[config.mk]
export PLATFORM = sky130hd
export DESIGN_NAME = piso_serializer
export DESIGN_NICKNAME = d
export VERILOG_FILES = /design/src/rtl/piso_serializer_pkg.sv /design/src/rtl/ser_hold_reg.sv /design/src/rtl/piso_serializer.sv
export SDC_FILE = /design/constraint.sdc
export NUM_CORES = 1
export LEC_CHECK = 0
export ABC_AREA = 0
export BUFFER_PORTS_ARGS = -buffer_cell sky130_fd_sc_hd__buf_4
export CORE_ASPECT_RATIO = 1.2
export CORE_MARGIN = 2
export CORE_UTILIZATION = 45
export DETAILED_ROUTE_END_ITERATION = 16
export MAX_ROUTING_LAYER = met4
export PLACE_DENSITY = 0.66
export SLEW_MARGIN = 20
export SYNTH_ARGS = -nofsm -noshare
export SYNTH_HDL_FRONTEND = slang
export SYNTH_SLANG_ARGS = --single-unit
[constraint.sdc]
create_clock -name clk -period 2.08 [get_ports clk]
set_input_delay 0.104 -clock clk [delete_from_list [all_inputs] [get_ports clk]]
set_output_delay 0.104 -clock clk [all_outputs]
set_load 0.02 [all_outputs]
[src/rtl/piso_serializer_pkg.sv]
// piso_serializer_pkg: shifter state encoding and counter-width helper shared by the serializer files
package piso_serializer_pkg;

   typedef enum logic [1:0] {
      S_IDLE  = 2'b00,
      S_SHIFT = 2'b01,
      S_GAP   = 2'b10
   } state_t;

   function automatic int cnt_w(input int n);
      return (n < 2) ? 1 : $clog2(n);
   endfunction

endpackage

[src/rtl/ser_hold_reg.sv]
// ser_hold_reg: one-word holding register with full flag, lets the next word wait behind the shifter
module ser_hold_reg
   import piso_serializer_pkg::*;
#(
   parameter int WIDTH = 8
) (
   input  logic             clk,
   input  logic             rst,
   input  logic [WIDTH-1:0] d,
   input  logic             load,
   input  logic             unload,
   output logic [WIDTH-1:0] q,
   output logic             full
);

   // Full flag: set on load, cleared on unload; a simultaneous load keeps it set
   always_ff @(posedge clk or posedge rst) begin
      if (rst) full <= 1'b0;
      else     full <= load | (full & ~unload);
   end

   // Data word: only meaningful while full, so it carries no reset
   always_ff @(posedge clk) begin
      if (load) q <= d;
   end

endmodule

[src/rtl/piso_serializer.sv]
// piso_serializer: parallel-in/serial-out front end with one-word hold buffer and optional inter-word gap
module piso_serializer
   import piso_serializer_pkg::*;
#(
   parameter int   WIDTH      = 8,
   parameter bit   MSB_FIRST  = 1'b1,
   parameter logic IDLE_BIT   = 1'b0,
   parameter int   GAP_CYCLES = 0
) (
   input  logic             clk,
   input  logic             rst,
   input  logic [WIDTH-1:0] din,
   input  logic             din_valid,
   output logic             din_ready,
   output logic             ser_out,
   output logic             ser_valid,
   output logic             word_start,
   output logic             word_last,
   output logic             busy
);

   localparam int BW = cnt_w(WIDTH);
   localparam int GW = cnt_w(GAP_CYCLES);
   localparam logic [BW-1:0] BIT_LAST = BW'(WIDTH - 1);
   localparam logic [GW-1:0] GAP_LAST = GW'(GAP_CYCLES - 1);

   state_t           state, state_nxt;
   logic [BW-1:0]    bit_cnt, bit_cnt_nxt;
   logic [GW-1:0]    gap_cnt, gap_cnt_nxt;
   logic [WIDTH-1:0] sr, sr_nxt, src, shifted, hold_q;
   logic             head, hold_full, accept, last_bit, more, gap_done, free;
   logic             from_hold, from_din, load, hold_load, shifting;
   logic             ser_out_nxt, ser_valid_nxt, word_start_nxt, word_last_nxt;

   // The shifter can take a new word when idle, on the final gap cycle, or on its last bit when no gap follows
   assign din_ready = ~rst & ~hold_full;
   assign accept    = din_valid & din_ready;
   assign last_bit  = (state == S_SHIFT) && (bit_cnt == BIT_LAST);
   assign more      = (state == S_SHIFT) && !last_bit;
   assign gap_done  = (state == S_GAP) && (gap_cnt == GAP_LAST);
   assign free      = (state == S_IDLE) || (last_bit && (GAP_CYCLES == 0)) || gap_done;
   assign from_hold = free & hold_full;
   assign from_din  = free & ~hold_full & accept;
   assign load      = from_hold | from_din;
   assign hold_load = accept & ~from_din;
   assign shifting  = load | more;
   assign src       = load ? (hold_full ? hold_q : din) : sr;
   assign busy      = (state != S_IDLE) | hold_full;

   generate
      if (MSB_FIRST) begin : g_msb
         assign head    = src[WIDTH-1];
         assign shifted = {src[WIDTH-2:0], 1'b0};
      end else begin : g_lsb
         assign head    = src[0];
         assign shifted = {1'b0, src[WIDTH-1:1]};
      end
   endgenerate

   ser_hold_reg #(.WIDTH(WIDTH)) u_hold (
      .clk    (clk),
      .rst    (rst),
      .d      (din),
      .load   (hold_load),
      .unload (from_hold),
      .q      (hold_q),
      .full   (hold_full)
   );

   // State register
   always_ff @(posedge clk or posedge rst) begin
      if (rst) state <= S_IDLE;
      else     state <= state_nxt;
   end

   // Next state: keep shifting while bits remain or a word loads, otherwise rest in GAP or IDLE
   always_comb begin
      state_nxt = shifting ? S_SHIFT :
                  ((last_bit && (GAP_CYCLES != 0)) || ((state == S_GAP) && !gap_done)) ? S_GAP : S_IDLE;
   end

   // Next values of the shifter, counters and serial outputs; a loaded word shows its first bit at once
   always_comb begin
      sr_nxt         = shifting ? shifted : '0;
      bit_cnt_nxt    = more ? bit_cnt + 1'b1 : '0;
      gap_cnt_nxt    = ((state == S_GAP) && !gap_done) ? gap_cnt + 1'b1 : '0;
      ser_out_nxt    = shifting ? head : IDLE_BIT;
      ser_valid_nxt  = shifting;
      word_start_nxt = load;
      word_last_nxt  = shifting && (bit_cnt_nxt == BIT_LAST);
   end

   // Datapath and registered serial outputs
   always_ff @(posedge clk or posedge rst) begin
      if (rst) begin
         sr         <= '0;
         bit_cnt    <= '0;
         gap_cnt    <= '0;
         ser_out    <= IDLE_BIT;
         ser_valid  <= 1'b0;
         word_start <= 1'b0;
         word_last  <= 1'b0;
      end else begin
         sr         <= sr_nxt;
         bit_cnt    <= bit_cnt_nxt;
         gap_cnt    <= gap_cnt_nxt;
         ser_out    <= ser_out_nxt;
         ser_valid  <= ser_valid_nxt;
         word_start <= word_start_nxt;
         word_last  <= word_last_nxt;
      end
   end

endmodule

# Word level (Yosys, flattened, before mapping)

Index checks and enable logic that the tools add are counted.

Bits in registers: 27
Latch bits: 0
Memory bits (writable): 0
ROM bits: 0
Input port bits: 11
Output and inout port bits: 6
Logic and storage cells: 50
Memories kept: 0

Add/subtract/negate cells: 2
$mul: 0
Div/mod/pow operators: 0
Order comparisons: 0
Equal/unequal tests: 4
Shift-type cells: 0
Muxes and demuxes: 8
Bitwise gates (word level): 15
Reductions and logical operators: 11

Operators with widths:

| cell                                                            | number |
|---|---|
| 8-bit 2-to-1 mux                                                | 3 |
| 1-bit AND                                                       | 7 |
| 3-bit == test, second input constant                            | 2 |
| 1-bit logical AND                                               | 5 |
| 2-bit 2-to-1 mux                                                | 2 |
| 1-bit inverter                                                  | 4 |
| 1-bit OR                                                        | 4 |
| 3-bit by 1-bit adder with 3-bit output, second input constant   | 1 |
| 3-bit 2-to-1 mux                                                | 1 |
| 2-bit by 1-bit == test with 1-bit output, second input constant | 1 |
| 2-bit == test, second input constant                            | 1 |
| 1-bit zero test                                                 | 2 |
| 2-bit zero test                                                 | 1 |
| 1-bit logical OR                                                | 2 |
| 1-bit 2-to-1 mux                                                | 2 |
| 2-bit nonzero test                                              | 1 |
| 1-bit adder, second input constant                              | 1 |

# Depth between registers and ports, before layout

Word-level depth: 9
Gate-level depth with buffers: 6
Mapped depth without buffers: 5

# Cells and area by module

A second synthesis with hierarchy kept.

Cell total of the unflattened synthesis: 67
Area, all modules: 989.7 sq um

Modules (own cells, without submodules):

| module          | times used | cells an instance | area each (sq um) | sequential area each (sq um) |
|---|---|---|---|---|
| piso_serializer | 1          | 55                | 709.4             | 400.4 |
| ser_hold_reg    | 1          | 12                | 280.3             | 265.3 |

# Worst setup path before layout

Ideal clock, no wire load.

Path kind: register -> register
Start: register bit_cnt[0]
End: register u_hold.q[0], enable pin
Setup time: 0.332 ns
Data arrival time: 1.354 ns
Required time: 1.748 ns
Setup slack: 0.394 ns
Cell stages (with the launch flop): 6
Path buffers: 0
Period minus slack after synthesis: 1.686 ns
Cell sequence: dfrtp_1 ha_1 ha_1 nor2b_2 o21ai_1 and3_1

Longest elaborated chain between the ends: 8

RTL lines:

| item                          | line                   | text |
|---|---|---|
| from (decl)                   | piso_serializer.sv:28  | `logic [BW-1:0] bit_cnt, bit_cnt_nxt;` |
| from (signal assigned)        | piso_serializer.sv:105 | `bit_cnt <= bit_cnt_nxt;` |
| 3-bit == test                 | piso_serializer.sv:38  | `assign last_bit = (state == S_SHIFT) && (bit_cnt == BIT_LAST);` |
| 1-bit logical AND             | piso_serializer.sv:38  |  |
| 1-bit logical OR (2 in a row) | piso_serializer.sv:41  | `assign free = (state == S_IDLE) \|\| (last_bit && (GAP_CYCLES == 0)) \|\| gap_done;` |
| 1-bit AND (2 in a row)        | piso_serializer.sv:43  | `assign from_din = free & ~hold_full & accept;` |
| 1-bit inverter                | piso_serializer.sv:45  | `assign hold_load = accept & ~from_din;` |
| 1-bit AND                     | piso_serializer.sv:45  |  |
| net hold_load                 | piso_serializer.sv:32  | `logic from_hold, from_din, load, hold_load, shifting;` |
| to (signal assigned)          | ser_hold_reg.sv:24     | `if (load) q <= d;` |
| to (decl)                     | ser_hold_reg.sv:12     | `output logic [WIDTH-1:0] q,` |

The timed path passes the listed nets, and every way through them passes these cells.
A chain may end at the register's enable or synchronous reset.

# Worst setup path in the final report

Same ends and word-level chain as after synthesis.

==> impl_metrics.json <==
{
  "syn2layout_area_growth_pct": 27.8,
  "worstSetupStartpointType": "flip-flop",
  "globalRouteTotalUtil_pct": 14.3,
  "clkTransAtPathRegs_ns": 0.13,
  "rsz0062_at_grt": "no",
  "dp_hpwl_um": 1050,
  "ctsRootBufferMaster": "clkbuf_4",
  "worst_pin_slew_ns": 0.629,
  "outcome": "finished clean",
  "p_per_area_nw_per_um2": 1120,
  "gp_congestion": 0.707,
  "fin_ws_ns": 0.226,
  "wire_per_inst_um": 11.0,
  "critical_path_required_ns": 2.08,
  "min_path_cells": 3,
  "setup_tns_ns": 0,
  "ys_types": 20,
  "htreeDepth": 1,
  "cts.sinks": 25,
  "hold_end": "u_hold.full",
  "fin_nets": 115,
  "hold_class": "input pin to flip-flop",
  "total_power_mw": 1.43,
  "grt_pass1_vias": 611,
  "worstPathArrival_ns": 1.85,
  "mostFrequentLayoutCell": "buf_4",
  "antenna_cells": 0,
  "worstReg2RegStart": "bit_cnt[0]",
  "grt_pass1_wl_um": 2550,
  "numPortBuffers": 16,
  "numPlacedInstances": 118,
  "pre_cts_slack_ns": 0.212,
  "netlist_area_um2": 995,
  "cts_tree": "done",
  "drive_above_1_share_pct": 25.7,
  "post-route-min-period_ns": 1.85,
  "boundaryPins": 17,
  "yosys_warnings": 0,
  "yosys.area.top_type": "dfrtp_1",
  "vias": 612,
  "path_class": "flip-flop to flip-flop",
  "final_cells": 131,
  "ys_top_cells_by_area": "dfrtp_1 (43%), edfxtp_1 (24%), mux2i_1 (8.1%), o21ai_0 (3.5%), nand2_1 (2.6%)",
  "synth_area_per_cell_um2": 13.8,
  "holdCritStartpoint": "din_valid",
  "dieArea_um2": 2600,
  "peakVddDrop_uv": 600,
  "via_per_inst": 4.67,
  "fin_crit_sh_pct": 89.1,
  "holdWs_ns": 0.221,
  "cts_setup_buffers": 0,
  "final-hold-violation-count": 0,
  "maxCapViolCount": 0,
  "utilization_pct": 61.4,
  "cts.path.max_buffers": 2,
  "crit_path_end_kind": "flip-flop",
  "firstDrtPassIters": 3,
  "wl_um": 1440,
  "cts_made_buffers": 3,
  "slew_headroom_pct": 58.0,
  "syn-num-nets": 85,
  "start_util_pct": 48.0,
  "clock_skew_ns": 0.00219,
  "critPathMaxFanout": 8,
  "seq_area_frac_synth_pct": 66.9,
  "dieWidth_um": 46.9,
  "antenna_found_initial": 0,
  "clock_latency_ns": 0.32,
  "reg2regPathDepth": 5,
  "core-area_um2": 2070,
  "rows": 18,
  "final_cell_mix": "buf_4 (18), dfrtp_1 (17), dlygate4sd3_1 (9), mux2i_1 (8), edfxtp_1 (8)",
  "syn_inst": 72,
  "reg2reg_setup_slack_ns": 0.23,
  "placed_cell_area_um2": 1150,
  "drc": 0,
  "ant_nets": 0,
  "synth_top_area_share_pct": 42.8,
  "final_area_um2": 1270,
  "grt-ovfl-total": 0,
  "dr.first_iter.drc_count": 6,
  "die_h_um": 55.5,
  "grt_max_degree": 18,
  "timing.rr.end": "u_hold.q[0]",
  "finalSetupViolCount": 0,
  "slew_viol_final": 0,
  "clock.fmax_ghz": 0.539,
  "synth.ff_latch_count": 25,
  "post_cts_resized": 0,
  "p_leak_nw": 0.586
}
==> Yosys cell counts <==
master,n
buf_6,1
nor2_1,4
o21ai_0,7
o21ai_1,1
nor3b_2,1
o221ai_4,1
inv_1,3
nand2b_1,2
mux2i_1,8
buf_2,1
edfxtp_1,8
and2_1,2
nor2b_2,2
dfrtp_1,17
or3_1,1
nand2_1,7
and2b_1,1
ha_1,2
and3_1,2
o21a_1,1
==> worst max path at each step <==
stage	start	endpoint	slack (ns)	cells past startpoint
6_report	bit_cnt[0]	u_hold.q[0]	0.23	5
5_1_grt	bit_cnt[0]	u_hold.q[1]	0.06	5
4_1_cts	bit_cnt[0]	u_hold.q[0]	0.19	5
3_5_place_dp	bit_cnt[0]	u_hold.q[4]	0.21	5
3_3_place_gp	bit_cnt[0]	u_hold.q[7]	0.26	5
2_1_floorplan	bit_cnt[0]	u_hold.q[0]	0.39	5
==> cell families after synthesis <==
group	share of synthesized area [%]
muxes	8.05
adders and majority gates	2.52
and+or+nand+nor	12.3
DFF	66.9
AOI/OAI and AO/OA	7.42
buffers and inverters	2.77
==> power breakdown <==
group | internal [mW] | switching, mW | leakage (nW) | total [mW]
clock | 0.0735 | 0.143 | 0.0139 | 0.216
combinational | 0.251 | 0.270 | 0.279 | 0.520
sequential | 0.647 | 0.0449 | 0.293 | 0.691
total | 0.970 | 0.457 | 0.586 | 1.43
==> what timing repair did <==
| item | in CTS | in global routing |
|---|---|---|
| hold buffers | 9 | 0 |
| setup endpoints to repair | 0 | 0 |
| hold endpoints to repair | 25 | 0 |
==> state kept, by name, indices dropped and copies added (netlist names) <==
signal / flops
word_last: 1
state: 2
u_hold.full: 1
bit_cnt: 3
gap_cnt: 1
ser_out: 1
word_start: 1
u_hold.q: 8
sr: 7
==> metal layers <==
| metal | up-vias | GRT usage [%] | wire [um] |
|---|---|---|---|
| met3 | 5 | 3.92 | 43 |
| li1 | 304 | - | - |
| met5 | - | - | 0 |
| met4 | 0 | 8.33 | 42 |
| met2 | 11 | 19.8 | 708 |
| met1 | 292 | 18.4 | 647 |
==> critical path, stage by stage, from the launching register on <==
cell and delay, ns:
dfrtp_1 0.40, ha_1 0.20, ha_1 0.20, nor2b_2 0.18, o21ai_1 0.16, and3_1 0.41
==> area by class of cell <==
| class | instances | area [um^2] |
|---|---|---|
| fill | 186 | 801 |
| sequential | 25 | 666 |
| multi-input combinational | 42 | 302 |
| timing repair buffer | 27 | 225 |
| tap | 30 | 37.5 |
| clock buffer | 3 | 22.5 |
| inverter | 3 | 11.3 |
| clock inverter | 1 | 7.51 |
No activity file was read; power rests on OpenSTA's default activity.
